`src/rtl/ldpc_sparse_mult_arbiter.sv`:
```
// Round-robin scheduler sharing one LDPC sparse-multiply engine between N_REQ lanes.
// An in-flight tag FIFO records block ownership so engine output returns to its issuer.
module ldpc_sparse_mult_arbiter #(
   parameter int WIDTH        = 96,
   parameter int N_REQ        = 4,
   parameter int IN_BEATS     = 1,
   parameter int OUT_BEATS    = 11,
   parameter int MAX_INFLIGHT = 2
) (
   input  logic                             i_clock,
   input  logic                             i_reset,
   input  logic [N_REQ*WIDTH-1:0]           i_req_data,
   input  logic [N_REQ-1:0]                 i_req_valid,
   output logic [N_REQ-1:0]                 o_req_ready,
   output logic [WIDTH-1:0]                 o_eng_data,
   output logic                             o_eng_valid,
   input  logic                             i_eng_ready,
   input  logic [WIDTH-1:0]                 i_eng_data,
   input  logic                             i_eng_valid,
   output logic                             o_eng_ready,
   output logic [WIDTH-1:0]                 o_rsp_data,
   output logic [N_REQ-1:0]                 o_rsp_valid,
   input  logic [N_REQ-1:0]                 i_rsp_ready,
   output logic                             o_rsp_last,
   output logic [$clog2(MAX_INFLIGHT+1)-1:0] o_inflight,
   output logic                             o_err_orphan
);

   localparam int PW  = (N_REQ > 1) ? $clog2(N_REQ) : 1;
   localparam int ICW = (IN_BEATS > 1) ? $clog2(IN_BEATS) : 1;
   localparam int OCW = (OUT_BEATS > 1) ? $clog2(OUT_BEATS) : 1;
   localparam int FPW = (MAX_INFLIGHT > 1) ? $clog2(MAX_INFLIGHT) : 1;
   localparam int IFW = $clog2(MAX_INFLIGHT+1);

   typedef enum logic {ISS_ARB, ISS_LOCKED} iss_state_t;

   iss_state_t       state;
   logic [PW-1:0]    rr_ptr;
   logic [PW-1:0]    lock_lane;
   logic [ICW-1:0]   in_cnt;
   logic [OCW-1:0]   out_cnt;
   logic [PW-1:0]    tag_mem [MAX_INFLIGHT];
   logic [FPW-1:0]   wr_ptr;
   logic [FPW-1:0]   rd_ptr;
   logic [IFW-1:0]   count;
   logic             err_orphan;

   logic [PW-1:0]    cand;
   logic             cand_ok;
   logic [PW-1:0]    head;
   logic             fifo_empty;
   logic             rsp_hs;
   logic             pop;
   logic             push;
   logic             space;
   logic [PW-1:0]    iss_lane;
   logic             iss_valid;
   logic             iss_hs;

   function automatic logic [PW-1:0] lane_at(input logic [PW-1:0] base, input int off);
      int s;
      s = int'(base) + off;
      if (s >= N_REQ) s = s - N_REQ;
      return PW'(s);
   endfunction

   function automatic logic [PW-1:0] next_lane(input logic [PW-1:0] l);
      return (l == PW'(N_REQ-1)) ? '0 : l + 1'b1;
   endfunction

   function automatic logic [FPW-1:0] next_slot(input logic [FPW-1:0] p);
      return (p == FPW'(MAX_INFLIGHT-1)) ? '0 : p + 1'b1;
   endfunction

   always_comb begin
      cand    = '0;
      cand_ok = 1'b0;
      for (int i = 0; i < N_REQ; i++) begin
         if (!cand_ok && i_req_valid[lane_at(rr_ptr, i)]) begin
            cand_ok = 1'b1;
            cand    = lane_at(rr_ptr, i);
         end
      end
   end

   assign fifo_empty = (count == '0);
   assign head       = tag_mem[rd_ptr];
   assign rsp_hs     = !i_reset && i_eng_valid && !fifo_empty && i_rsp_ready[head];
   assign pop        = rsp_hs && (out_cnt == OCW'(OUT_BEATS-1));
   // A pop in the same cycle frees the slot, so a full FIFO can still accept a push.
   assign space      = (count < IFW'(MAX_INFLIGHT)) || pop;

   always_comb begin
      if (state == ISS_ARB) begin
         iss_lane  = cand;
         iss_valid = cand_ok && space;
      end else begin
         iss_lane  = lock_lane;
         iss_valid = i_req_valid[lock_lane];
      end
   end

   always_comb begin
      o_req_ready = '0;
      if (!i_reset) begin
         if (state == ISS_ARB) begin
            if (cand_ok) o_req_ready[cand] = i_eng_ready && space;
         end else begin
            o_req_ready[lock_lane] = i_eng_ready;
         end
      end
   end

   assign o_eng_valid = !i_reset && iss_valid;
   assign o_eng_data  = i_req_data[iss_lane*WIDTH +: WIDTH];
   assign iss_hs      = o_eng_valid && i_eng_ready;
   assign push        = iss_hs && (state == ISS_ARB);

   always_comb begin
      o_rsp_valid = '0;
      if (!i_reset && i_eng_valid && !fifo_empty) o_rsp_valid[head] = 1'b1;
   end

   // With no owner the engine beat is swallowed so the engine cannot wedge.
   assign o_eng_ready  = i_reset ? 1'b0 : (fifo_empty ? i_eng_valid : i_rsp_ready[head]);
   assign o_rsp_data   = i_eng_data;
   assign o_rsp_last   = (out_cnt == OCW'(OUT_BEATS-1));
   assign o_inflight   = count;
   assign o_err_orphan = err_orphan;

   always_ff @(posedge i_clock) begin
      if (i_reset) begin
         state      <= ISS_ARB;
         rr_ptr     <= '0;
         lock_lane  <= '0;
         in_cnt     <= '0;
         out_cnt    <= '0;
         wr_ptr     <= '0;
         rd_ptr     <= '0;
         count      <= '0;
         err_orphan <= 1'b0;
      end else begin
         case (state)
            ISS_ARB: begin
               if (iss_hs) begin
                  rr_ptr <= next_lane(cand);
                  if (IN_BEATS > 1) begin
                     state     <= ISS_LOCKED;
                     lock_lane <= cand;
                     in_cnt    <= ICW'(1);
                  end
               end
            end
            ISS_LOCKED: begin
               if (iss_hs) begin
                  if (in_cnt == ICW'(IN_BEATS-1)) begin
                     state  <= ISS_ARB;
                     in_cnt <= '0;
                  end else begin
                     in_cnt <= in_cnt + 1'b1;
                  end
               end
            end
            default: state <= ISS_ARB;
         endcase

         if (push) begin
            tag_mem[wr_ptr] <= cand;
            wr_ptr          <= next_slot(wr_ptr);
         end

         if (rsp_hs) out_cnt <= pop ? '0 : out_cnt + 1'b1;
         if (pop) rd_ptr <= next_slot(rd_ptr);

         case ({push, pop})
            2'b10:   count <= count + 1'b1;
            2'b01:   count <= count - 1'b1;
            default: count <= count;
         endcase

         if (i_eng_valid && fifo_empty) err_orphan <= 1'b1;
      end
   end

endmodule
```
`config.mk`:
```
export PLATFORM = sky130hd
export DESIGN_NAME = ldpc_sparse_mult_arbiter
export DESIGN_NICKNAME = d
export VERILOG_FILES = /design/src/rtl/ldpc_sparse_mult_arbiter.sv
export SDC_FILE = /design/constraint.sdc
export NUM_CORES = 1
export LEC_CHECK = 0
export ABC_AREA = 1
export ABC_CLOCK_PERIOD_IN_PS = 2300
export BUFFER_PORTS_ARGS = -buffer_cell sky130_fd_sc_hd__buf_2
export CORE_AREA = 10 10 263 265
export DETAILED_ROUTE_END_ITERATION = 10
export DIE_AREA = 0 0 273 275
export PLACE_DENSITY = 0.32
export SLEW_MARGIN = 15
export SYNTH_ARGS = -nofsm -noshare
export SYNTH_HDL_FRONTEND = slang
export SYNTH_SLANG_ARGS = --single-unit
```
`constraint.sdc`:
```
create_clock -name i_clock -period 2.3 [get_ports i_clock]
set_clock_uncertainty 0.1 [all_clocks]
set_input_delay 0 -clock i_clock [delete_from_list [all_inputs] [get_ports i_clock]]
set_output_delay 0 -clock i_clock [all_outputs]
set_load 0.01 [all_outputs]
```
# After elaboration in Yosys (flattened, before gate mapping)
# Memories as Yosys holds them, arrays and structs flattened. A register that Yosys moved wholly into a read port is not among the register bits.
# Cells that the tools add are included.
# Widths: inputs -> output; s select.
[classes] reduce_logical=26 n_lt_le_gt_ge=13 bitwise_logic=2 eq_ne=4 multipliers=1 muxes=47 addsub=14 n_shift=1
[ops] cell="$shiftx 384x10->96" count=1
[ops] cell="$mux 1" count=24
[ops] cell="$mux 2" count=10
[ops] cell="$mux 4" count=5
[ops] cell="$lt 2x3->1 const B" count=6
[ops] cell="$logic_and 1x1->1" count=15
[ops] cell="$bmux 1 s2" count=5
[ops] cell="$sub 2x1->2 const B" count=5
[ops] cell="$ge 3x3->1 const B" count=3
[ops] cell="$add 2x2->3 const B" count=2
[ops] cell="$logic_not 1->1" count=5
[ops] cell="$add 2x1->2 const B" count=2
[ops] cell="$add 4x1->4 const B" count=1
[ops] cell="$and 4x4->4" count=1
[ops] cell="$demux 1 s2" count=2
[ops] cell="$eq 2x2->1 const B" count=2
[ops] cell="$eq 4x4->1 const B" count=1
[ops] cell="$ge 2x1->1 const B" count=2
[ops] cell="$mul 2x2->4 const B" count=1
[ops] cell="$pmux 2 s2" count=1
[ops] cell="$reduce_and 2->1" count=2
[ops] cell="$add 1x1->1 const B" count=3
[ops] cell="$add 2x1->3 const B" count=1
[ops] cell="$ge 2x3->1 const B" count=1
[ops] cell="other kinds (7)" count=7
[word_totals] reg_bits=13 n_memories=1 ramBits=4 out_inout_bits=206 inputBits=492
[memory_table] name="tag_mem" depth=2 width=2 rd=1 rd_ports_with_merged_regs=1 wr=1 line_no="42" rtl="logic [PW-1:0] tag_mem [MAX_INFLIGHT];"

# Depth between registers and ports, before layout
# Gate-level depths: netlist of the first run.
[depth] ltp_word=22 mapped_depth=18

# Worst setup path after synthesis of the first run
# OpenSTA, ideal clock, no wires.
[synth_timing] kind="flip-flop to flip-flop" start="reg out_cnt[0]" end="reg count[1], in the netlist o_inflight[1]" t_arrival_ns=2.130 path_stages_with_launch=16 path_slack_ns=0.000 required_ns=2.130 synth_period_minus_slack_ns=2.300 cell_sequence="dfxtp_1 -> inv_1 -> ha_1 -> nand2_1 -> nor2_1 -> nand4_1 -> nand2_1 -> nand2_1 -> nand2_1 -> nand3_1 -> ha_1 -> inv_1 -> nand2_1 -> nor2_1 -> o21ai_0 -> a21oi_1"
[synth_via] elab_chain_len=10 elab_cells_between_ends=12
[synth_lines] item="start, declared" line_no="41" rtl="logic [OCW-1:0] out_cnt;"
[synth_lines] item="start signal, assigned" line_no="172" rtl="if (rsp_hs) out_cnt <= pop ? '0 : out_cnt + 1'b1;"
[synth_lines] item="$eq 4x4->1 *"
[synth_lines] item="net o_rsp_last" line_no="24" rtl="output logic o_rsp_last,"
[synth_lines] item="$logic_and 1x1->1 *" line_no="89" rtl="assign pop = rsp_hs && (out_cnt == OCW'(OUT_BEATS-1));"
[synth_lines] item="$logic_or 1x1->1 *" line_no="91" rtl="assign space = (count < IFW'(MAX_INFLIGHT)) || pop;"
[synth_lines] item="$logic_and 1x1->1 *" line_no="96" rtl="iss_valid = cand_ok && space;"
[synth_lines] item="$mux 1 *" line_no="94" rtl="if (state == ISS_ARB) begin"
[synth_lines] item="$logic_and 1x1->1 *" line_no="114" rtl="assign o_eng_valid = !i_reset && iss_valid;"
[synth_lines] item="net o_eng_valid" line_no="16" rtl="output logic o_eng_valid,"
[synth_lines] item="$logic_and 1x1->1 *" line_no="116" rtl="assign iss_hs = o_eng_valid && i_eng_ready;"
[synth_lines] item="$logic_and 1x1->1 *" line_no="117" rtl="assign push = iss_hs && (state == ISS_ARB);"
[synth_lines] item="$eq 2x1->1 or $eq 2x2->1 (tied branches)" line_no="175" rtl="case ({push, pop})"
[synth_lines] item="$pmux 2 s2 or $reduce_bool 2->1 (tied branches)"
[synth_lines] item="end signal, assigned" line_no="176" rtl="2'b10: count <= count + 1'b1;"
[synth_lines] item="end signal, assigned" line_no="177" rtl="2'b01: count <= count - 1'b1;"
[synth_lines] item="end signal, assigned" line_no="178" rtl="default: count <= count;"
[synth_lines] item="end, declared" line_no="45" rtl="logic [IFW-1:0] count;"
# The timed path passes the listed nets; every way through them passes the cells marked *.
# A chain may end at the register's enable or synchronous reset.

# Worst setup path in the final report of the first run
[layout_timing] start="reg rr_ptr[0]" end="out o_eng_data[35]"
[layout_via] elab_chain_len=17 elab_cells_between_ends=39
[layout_lines] item="start, declared" line_no="38" rtl="logic [PW-1:0] rr_ptr;"
[layout_lines] item="start signal, assigned" line_no="146" rtl="rr_ptr <= next_lane(cand);"
[layout_lines] item="parallel branches: the longest is 13 deep, another holds $add 2x1->3"
[layout_lines] item="$mux 2 *" line_no="79" rtl="if (!cand_ok && i_req_valid[lane_at(rr_ptr, i)]) begin"
[layout_lines] item="$mux 2 *" line_no="94"
[layout_lines] item="$mul 2x2->4 *" line_no="115" rtl="assign o_eng_data = i_req_data[iss_lane*WIDTH +: WIDTH];"
[layout_lines] item="$shiftx 384x10->96 *" line_no="115"
[layout_lines] item="end, declared" line_no="15" rtl="output logic [WIDTH-1:0] o_eng_data,"
# Mark *: on every way between the ends. The select of a mux whose other input is x is not followed.

==> results of run 1 <==
path summary, 6_finish.rpt:
path	end	slack [ps]
worst max-delay path	o_eng_data[35]	-300
worst min-delay path	rr_ptr[1]	50
worst max register to register	o_inflight[1]	0
worst min register to register	register	350
final cells by class:
class                           instances  share of cell area
Antenna cell                            6             0.00126
Clock buffer                            3             0.00632
Clock inverter                          1            0.000421
Inverter                              131              0.0429
Multi-Input combinational cell        816               0.352
Sequential cell                        17              0.0327
Tap cell                              855              0.0901
Timing Repair Buffer                  750               0.471
Timing Repair inverter                  1             0.00253
cell usage in the layout, fill, tap and decap left out, types with 15 or more instances in the layout:
master / instances
buf_12: 24
buf_2: 490
buf_4: 59
buf_6: 43
dlygate4sd3_1: 100
inv_1: 125
nand2_1: 365
nand2_2: 73
nand2_4: 16
nor2_1: 15
o21ai_0: 151
o21ai_1: 100
o21ai_2: 42
timing repair:
| item | in CTS | in global routing |
|---|---|---|
| hold endpoints to repair | 99 | 0 |
| buffers inserted | 31 | 8 |
| cloned | 14 | 9 |
| resized for setup | 107 | 254 |
| hold buffers | 100 | 0 |
| pin swaps | 15 | 60 |
| setup endpoints to repair | 102 | 105 |
cells by family (layout without fill, tap and decap cells):
| family | count (synthesis) | in the layout | share of synthesized area |
|---|---|---|---|
| XOR/XNOR | 2 | 2 | 0.00309 |
| AO/OA/AOI/OAI | 309 | 309 | 0.275 |
| adder cells (fa/ha/maj) | 7 | 7 | 0.0154 |
| flip-flops | 17 | 17 | 0.0671 |
| buffers and inverters | 301 | 886 | 0.294 |
| other | 0 | 6 | 0 |
| AND/OR/NAND/NOR | 498 | 498 | 0.346 |
routing by layer:
metal,global-route usage,up-vias,wire (um)
met5,0,-,12
met4,0.0140,2,544
met3,0.0202,20,2600
met2,0.202,341,24500
met1,0.124,4231,18100
li1,-,4660,-
cell usage after synthesis:
cell type  number  area share
nand4_1         7      0.0077
o21ai_2         1      0.0015
edfxtp_1        4       0.021
inv_2           2      0.0013
nand3_1         7      0.0062
nor2_4          1      0.0020
buf_6          13       0.026
clkinv_1        1     0.00066
o21ai_1        74       0.065
nor2_1         19       0.013
clkbuf_1       36       0.024
a211oi_1        1      0.0013
nor3_1          5      0.0044
nand2_1       450        0.30
buf_2           6      0.0053
nor2_8          1      0.0035
nand2_4         1      0.0020
ha_1            7       0.015
xor2_1          2      0.0031
a21oi_1         9      0.0079
buf_4         115        0.15
o21a_1          1      0.0013
nand2_2         4      0.0044
nand3_2         3      0.0053
a21boi_0        1      0.0013
dfxtp_1        13       0.046
inv_1         128       0.085
o21ai_0       222        0.20
report_power, final:
group	internal, mW	switching [mW]	total [mW]
Combinational	3.77	4.17	7.94
Sequential	0.327	0.0114	0.339
Clock	0.233	0.126	0.359
registers in the layout, indices dropped and copies added (netlist names), named ones only:
register,cells
wr_ptr,1
o_err_orphan,1
rd_ptr,1
tag_mem,4
o_inflight,2
state,1
rr_ptr,2
out_cnt,4
critical path: stages, from the launching register on:
cell and delay, ps:
dfxtp_4 370, buf_12 140, nand2_2 60, nand2_2 60, nand2_2 80, nand2_2 60, nor2_4 120, buf_4 140
nand4_1 180, nand3_4 220, buf_12 150, clkinv_16 80, buf_12 140, buf_4 150, o21ai_4 160, buf_6 130
metrics by stage:
step	instance area [um^2]	power, mW	setup slack (ps)
floorplan	5670	3.37	13.4
global placement	8920	5.81	-194
detailed placement	8920	5.80	-180
CTS	11000	7.83	-365
global route	11900	9.37	-454
finish	11900	8.64	-297
==> results.sh, run 1 <==
export IMPL_reg2regPathDepth=17
export IMPL_dp_hpwl_mm=34.2
export IMPL_num_vias=9254
export IMPL_violations="setup timing"
export IMPL_slew_viol_final=0
export IMPL_cts_clk_slew_worst_paths_ps=60
export IMPL_cp_arrival_ps=2500
export IMPL_clk_latency_ps=250
export IMPL_netlist_instances=1134
export IMPL_ys_ff_latch=17
export IMPL_grt_pass1_vias=9555
export IMPL_rows=93
export IMPL_layoutNonFillerInstCount=2580
export IMPL_place_port_buffers=505
export IMPL_initial_core_util=0.0888
export IMPL_layout_nets=2219
export IMPL_die_x_um=273
export IMPL_fin_crit_sh=1.13
export IMPL_cts_sinks=17
export IMPL_coreArea_um2=63900
export IMPL_worstPathMaxFanout=6
export IMPL_drt_iter0_drc=442
export IMPL_drive_gt1_frac=0.472
export IMPL_ir_worst_vdd_mv=0.281
export IMPL_setup_viol=101
export IMPL_overflow=0
export IMPL_detail_route_first_pass_iterations=5
export IMPL_min_from="i_eng_ready"
export IMPL_yosysWarnings=0
export IMPL_via_per_inst=3.59
export IMPL_place_congestion=0.833
export IMPL_grt_start_max_net_pins=51
export IMPL_grt_setup_unrepaired="yes"
export IMPL_max_slew_margin=0.593
export IMPL_min_path_cells=4
export IMPL_finalHoldViolCount=0
export IMPL_seq_area_frac_synth=0.0671
export IMPL_crit_path_start="rr_ptr[0]"
export IMPL_crit_type="register to output pin"
export IMPL_cts_buffer_depth=2
export IMPL_seqCellArea_um2=388
export IMPL_endpoint_kind="output pin"
export IMPL_fillCellCount=7409
export IMPL_setup_tns_ps=-21330
export IMPL_tightest_slew_ps=611
export IMPL_syn_nets=1633
export IMPL_min_path_type="input port to register"
export IMPL_maxCapViolCount=0
export IMPL_drt_total_wl_mm=45.8
export IMPL_numCtsBuffers=3
export IMPL_maxClockFrequency_ghz=0.385
export IMPL_leakagePower_nw=6.13
export IMPL_r2r_start="rr_ptr[0]"
export IMPL_dp_cells=2416
export IMPL_whs_ps=47.9
export IMPL_grt_antenna_before_repair=6
export IMPL_root_buffer="clkbuf_16"
export IMPL_synth_area_per_cell_um2=5.00
export IMPL_multi_input_area_um2=4190
export IMPL_fin_util=0.186
export IMPL_synth_cell_type_count=28
export IMPL_area_growth_syn_to_layout_pct=109
export IMPL_remaining_drc_errors=0
export IMPL_worstPathRequired_ps=2200
export IMPL_avgRoutedWirePerCell_um=17.7
export IMPL_status="finished with violations"
export IMPL_syn_area_um2=5670
export IMPL_cts_tree="done"
export IMPL_cp_start_kind="register"
export IMPL_fin_ws_ps=-297
export IMPL_fin_crit_ps=2600
export IMPL_cts_max_level=1
export IMPL_grt_use_total=0.106
export IMPL_dieArea_um2=75100
export IMPL_die_h_um=275
export IMPL_grt_pass1_wl_mm=61.6
export IMPL_power_density_nw_per_um2=727
export IMPL_final_antenna_net_count=0
export IMPL_boundaryPins=698
Note: power is estimated with default switching activity, not from simulation.
==> run 2: changes to the inputs <==
- ABC_CLOCK_PERIOD_IN_PS: 2300 -> 3100
- PLACE_DENSITY: 0.32 -> 0.31
- clock period: 2.3 -> 3.1 ns (I/O delays scaled with it)
==> run 2 against run 1 <==
- the run now ends clean
- combinational power decreased by 51%
- wire length decreased by 10%
- non-clock buffer count decreased by 101
- utilization decreased by 3.4 points
- worst setup slack improved by 530 ps
- total power decreased by 49%
- hold slack improved by 13 ps
- design area decreased by 18%
- clock power decreased by 27%
- critical endpoint is now o_eng_data[10]
- highest routed layer unchanged
==> results.sh, run 2 (synthesis results as in run 1) <==
export IMPL_rows=93
export IMPL_final_cell_area_um2=9690
export IMPL_grt_use_total=0.0956
export IMPL_final_cell_mix="buf_2 (505), nand2_1 (450), o21ai_0 (219)"
export IMPL_crit_type="register to output pin"
export IMPL_grt_pass1_wl_mm=55.8
export IMPL_grt_pass1_vias=8689
export IMPL_detail_route_first_pass_iterations=5
export IMPL_clk_latency_ps=250
export IMPL_avgRoutedWirePerCell_um=16.5
export IMPL_crit_buf_inv=4
export IMPL_setup_tns_ps=0
export IMPL_die_x_um=273
export IMPL_via_per_inst=3.47
export IMPL_fin_crit_sh=0.926
export IMPL_drt_total_wl_mm=41.0
export IMPL_crit_top_cell="nand2_1"
export IMPL_initial_core_util=0.0888
export IMPL_final_common_cell="buf_2"
export IMPL_cts_sinks=17
export IMPL_min_path_type="input port to register"
export IMPL_cts_buffer_depth=2
export IMPL_worstPathRequired_ps=3000
export IMPL_remaining_drc_errors=0
export IMPL_die_h_um=275
export IMPL_place_port_buffers=505
export IMPL_endpoint_kind="output pin"
export IMPL_crit_path_max_incr_delay_ps=430
export IMPL_area_growth_syn_to_layout_pct=70.9
export IMPL_path_cells="inv_2, nand2_1, nand2_1, nand2_1, nand2_1, nor2_4, nand3_2, nand2_2, nand2_4, nor2_8, buf_4, buf_4, o21ai_0, o21ai_0, buf_2"
export IMPL_boundaryPins=698
export IMPL_setup_viol=0
export IMPL_root_buffer="clkbuf_16"
export IMPL_layout_nets=2117
export IMPL_finalHoldViolCount=0
export IMPL_cts_clk_slew_worst_paths_ps=50
export IMPL_dieArea_um2=75100
export IMPL_max_slew_margin=0.664
export IMPL_tightest_slew_ps=498
export IMPL_ir_worst_vdd_mv=0.216
export IMPL_cp_arrival_ps=2770
export IMPL_cts_max_level=1
export IMPL_total_power_mw=4.44
export IMPL_grt_antenna_before_repair=6
export IMPL_grt_start_max_net_pins=71
export IMPL_maxCapViolCount=0
export IMPL_status="complete, no violations"
export IMPL_placed_cell_area_um2=8500
export IMPL_coreArea_um2=63900
export IMPL_drive_gt1_frac=0.353
export IMPL_worstPathMaxFanout=13
export IMPL_numCtsBuffers=3
export IMPL_dp_hpwl_mm=32.3
export IMPL_slew_viol_final=0
export IMPL_num_vias=8585
export IMPL_drt_iter0_drc=466
export IMPL_place_congestion=0.833
export IMPL_leakagePower_nw=5.13
export IMPL_maxClockFrequency_ghz=0.348
export IMPL_reg_top3="out_cnt: 4 flops, tag_mem: 4 flops"
export IMPL_crit_slowest_cell="dfxtp_4"
export IMPL_fin_crit_ps=2870
export IMPL_cp_start_kind="register"
export IMPL_overflow=0
export IMPL_final_antenna_net_count=0
export IMPL_cp_top_family="simple AND/OR/NAND/NOR gates"
export IMPL_power_density_nw_per_um2=458
export IMPL_cts_tree="done"
==> run 2: cell types whose count changed in the layout (fill, tap and decap cells not counted), moves of 16 or more <==
| cell | before | now |
|---|---|---|
| buf_6 | 43 | 1 |
| nand2_1 | 365 | 450 |
| nand2_2 | 73 | 4 |
| o21ai_0 | 151 | 219 |
| buf_4 | 59 | 32 |
| o21ai_2 | 42 | 3 |
| o21ai_1 | 100 | 75 |
| buf_12 | 24 | 8 |
==> run 2: path summary, 6_finish.rpt <==
path,cells past startpoint,end,slack (ps),startpoint
setup / recovery,15,o_eng_data[10],230,rr_ptr[0]
hold / removal,4,rr_ptr[1],60,i_eng_ready
setup reg to reg,14,o_inflight[1],580,register
hold reg to reg,1,rd_ptr,350,rd_ptr
==> run 2: metrics by stage <==
step                      hold slack (ps)  setup slack, ps  instances  utilization
after floorplan                     -52.5              800       1134            -
after global placement              -99.9              191       2362        0.133
after detailed placement            -99.9              206       2362        0.133
after CTS                            66.9             86.6       2466        0.150
after global routing                  108            -4.14       2473        0.152
final                                61.0              228       2475        0.152
==> run 2: worst reg2reg max path: stages (launching register included) <==
cell and delay, ps:
dfxtp_1 330, o21ai_1 320, inv_1 120, nand2_1 120, nand4_1 210, nand2_1 140, nand2_1 60, nand2_1 160
nand3_1 150, ha_1 300, inv_1 90, nand2_1 60, nor2_1 110, o21ai_0 80, a21oi_1 120
==> run 2: metal layers <==
| layer | GRT usage | vias to the layer above | part of all wire |
|---|---|---|---|
| met4 | 0.00843 | 6 | 0.0039 |
| met1 | 0.110 | 3809 | 0.39 |
| met3 | 0.0245 | 14 | 0.072 |
| li1 | - | 4429 | - |
| met5 | 0 | - | 0.0011 |
| met2 | 0.180 | 327 | 0.53 |
==> run 2: area by class of cell <==
class / instances / area, um^2
fill: 7566 / 54200
clock buffer: 4 / 78.8
tap: 855 / 1070
inverter: 131 / 497
antenna: 3 / 7.51
sequential: 17 / 388
timing repair buffer: 649 / 4020
multi-input combinational: 816 / 3630
==> run 2: report_power, final <==
part / internal (mW) / switching (mW) / leakage [nW]
combinational: 1.54 / 2.39 / 4.95
sequential: 0.243 / 0.0133 / 0.145
clock: 0.175 / 0.0859 / 0.0382
==> run 2: timing repair <==
| item | CTS | global route |
|---|---|---|
| hold buffers | 100 | 0 |
| resized for setup | 1 | 8 |
| endpoints found under the hold margin | 99 | 0 |
| setup buffers | 0 | 4 |
| gates cloned | 0 | 2 |
| setup endpoints to repair | 8 | 52 |
| pin swaps | 0 | 1 |
==> run 3: changes to the inputs <==
- ABC_AREA: 1 -> 0
- PLACE_DENSITY: 0.31 -> 0.3
==> run 3 against run 2 <==
- non-clock buffer count fell by 23
- sequential power barely moved
- via count fell by 31%
- hold slack got worse by 37 ps
- sequential share of layout area rose by 0.26 points
- flip-flop and latch count did not move
- global-route usage fell by 2.1 points
- synthesized cell count fell by 52%
- largest cell class unchanged
==> results.sh, run 3 <==
export IMPL_synth_cell_type_count=46
export IMPL_grt_pass1_vias=6687
export IMPL_ys_ff_latch=17
export IMPL_path_cells="nand2b_1, a21boi_1, nor4_2, buf_12, mux2i_1, mux2i_1, buf_2"
export IMPL_whs_ps=24.4
export IMPL_drive_gt1_frac=0.516
export IMPL_synth_most_common_cell="mux2i_1"
export IMPL_grt_pass1_wl_mm=43.6
export IMPL_syn_area_um2=4920
export IMPL_setup_viol=0
export IMPL_final_cell_mix="buf_2 (505), mux2i_1 (290), dlygate4sd3_1 (99)"
export IMPL_yosysTopAreaCellShare=0.589
export IMPL_detail_route_first_pass_iterations=4
export IMPL_netlist_instances=548
export IMPL_synth_area_per_cell_um2=8.99
export IMPL_met3_usage=0.0239
export IMPL_dp_cells=1796
export IMPL_power_density_nw_per_um2=326
export IMPL_syn_nets=1047
export IMPL_fin_crit_sh=0.881
export IMPL_clk_latency_ps=250
export IMPL_endpoint_kind="output pin"
export IMPL_die_h_um=275
export IMPL_layout_nets=1544
export IMPL_cts_sinks=17
export IMPL_fin_util=0.140
export IMPL_min_path_type="input port to register"
export IMPL_grt_setup_unrepaired="no"
export IMPL_final_antenna_net_count=0
export IMPL_slew_viol_final=0
export IMPL_setup_tns_ps=0
export IMPL_post_place_ws_ps=468
export IMPL_grt_antenna_before_repair=3
export IMPL_root_buffer="clkbuf_16"
export IMPL_num_vias=5931
export IMPL_total_power_mw=2.91
export IMPL_maxCapViolCount=0
export IMPL_cts_tree="done"
export IMPL_maxClockFrequency_ghz=0.366
export IMPL_die_x_um=273
export IMPL_boundaryPins=698
export IMPL_ir_worst_vdd_mv=0.147
export IMPL_worstPathRequired_ps=3000
export IMPL_crit_type="register to output pin"
export IMPL_cp_start_kind="register"
export IMPL_numCtsBuffers=3
export IMPL_cp_top_family="simple AND/OR/NAND/NOR gates"
export IMPL_tightest_slew_ps=700
export IMPL_worstPathMaxFanout=46
export IMPL_fin_ws_ps=369
export IMPL_postCtsSetupRepairBufs=0
export IMPL_finalHoldViolCount=0
export IMPL_grt_use_met1=0.0778
export IMPL_crit_path_start="rr_ptr[0]"
export IMPL_yosys_area_top_type="mux2i_1"
export IMPL_antennaDiodeCount=0
export IMPL_synth_top_flop_cell="dfxtp_1"
export IMPL_seq_area_frac_synth=0.0772
export IMPL_grt_util_met2=0.147
export IMPL_grt_start_max_net_pins=57
export IMPL_grt_use_total=0.0743
export IMPL_r2r_start="tag_mem[1][1]"
export IMPL_yosysWarnings=0
export IMPL_fin_crit_ps=2730
export IMPL_rows=93
export IMPL_cp_arrival_ps=2630
export IMPL_ys_top_cells_by_area="mux2i_1 (59%), buf_4 (17%), dfxtp_1 (5.3%)"
export IMPL_initial_core_util=0.0771
export IMPL_dieArea_um2=75100
export IMPL_synth_edf_count=4
export IMPL_crit_buf_inv=2
export IMPL_leakagePower_nw=4.36
export IMPL_cts_max_level=1
export IMPL_final_cell_area_um2=8920
export IMPL_overflow=0
export IMPL_via_per_inst=3.12
export IMPL_crit_path_max_incr_delay_ps=610
export IMPL_status="complete, no violations"
export IMPL_min_from="i_reset"
export IMPL_grt_busiest_layer="met2"
export IMPL_async_flop_share=0
export IMPL_place_congestion=0.825
export IMPL_area_growth_syn_to_layout_pct=81.1
export IMPL_placed_cell_area_um2=7850
export IMPL_crit_slowest_cell="nor4_2"
export IMPL_drt_total_wl_mm=31.7
export IMPL_max_slew_margin=0.529
export IMPL_drt_iter0_drc=174
export IMPL_place_port_buffers=505
export IMPL_dp_hpwl_mm=25.7
export IMPL_avgRoutedWirePerCell_um=16.7
export IMPL_crit_top_cell="mux2i_1"
export IMPL_cts_buffer_depth=2
export IMPL_coreArea_um2=63900
export IMPL_yosys_top_cells_count="mux2i_1 (290), buf_4 (109), buf_2 (20)"
export IMPL_remaining_drc_errors=0
export IMPL_final_common_cell="buf_2"
export IMPL_fillCellCount=7378
export IMPL_cts_clk_slew_worst_paths_ps=50
export IMPL_reg_top3="out_cnt: 4 flops, tag_mem: 4 flops"
export IMPL_layoutNonFillerInstCount=1899
[run 3: worst paths after layout]
kind / cells after the start / slack [ps] / to
min reg2reg: 2 / 400 / o_err_orphan
max reg2reg: 7 / 470 / o_inflight[1]
min: 2 / 20 / o_err_orphan
max: 7 / 370 / o_eng_data[66]
[run 3: where the power goes]
group / switching (mW) / internal [mW]
clock: 0.0884 / 0.175
combinational: 1.23 / 1.16
sequential: 0.0147 / 0.243
[run 3: worst reg2reg max path: stages, from the launching register on]
cell       delay [ps]
edfxtp_1          450
nor4bb_1          180
a31oi_1           230
o2111ai_2         320
o21a_1            410
ha_1              370
or3_1             380
a21oi_1           140
[run 3: kinds of logic (layout without fill, tap and decap cells)]
family	after synthesis	count (layout)	share of synthesized area
flip-flops	17	17	0.0772
buffers and inverters	140	636	0.196
AND/OR/NAND/NOR	59	59	0.0686
AO/OA/AOI/OAI	31	31	0.0417
XOR/XNOR	2	2	0.00356
adder cells (fa/ha/maj)	7	7	0.0178
multiplexers	292	292	0.595
[run 3: area by class of cell]
| class | count | area (um^2) | share of cell area |
|---|---|---|---|
| tap | 855 | 1070 | 0.120 |
| timing repair buffer | 626 | 3770 | 0.423 |
| inverter | 6 | 22.5 | 0.00253 |
| clock buffer | 4 | 78.8 | 0.00884 |
| sequential | 17 | 380 | 0.0426 |
| multi-input combinational | 391 | 3600 | 0.403 |
[run 3: metal layers]
| layer | part of all wire | routed length [um] | vias to the layer above |
|---|---|---|---|
| met3 | 0.087 | 2770 | 8 |
| met2 | 0.57 | 17900 | 301 |
| met5 | 0.00063 | 20 | - |
| li1 | - | - | 2901 |
| met1 | 0.34 | 10900 | 2719 |
| met4 | 0.0021 | 65 | 2 |
[run 3: repair_timing]
item                      4_1_cts  5_1_grt
hold buffers                   99        0
hold endpoints to repair       98        0
gates resized for setup         0        0
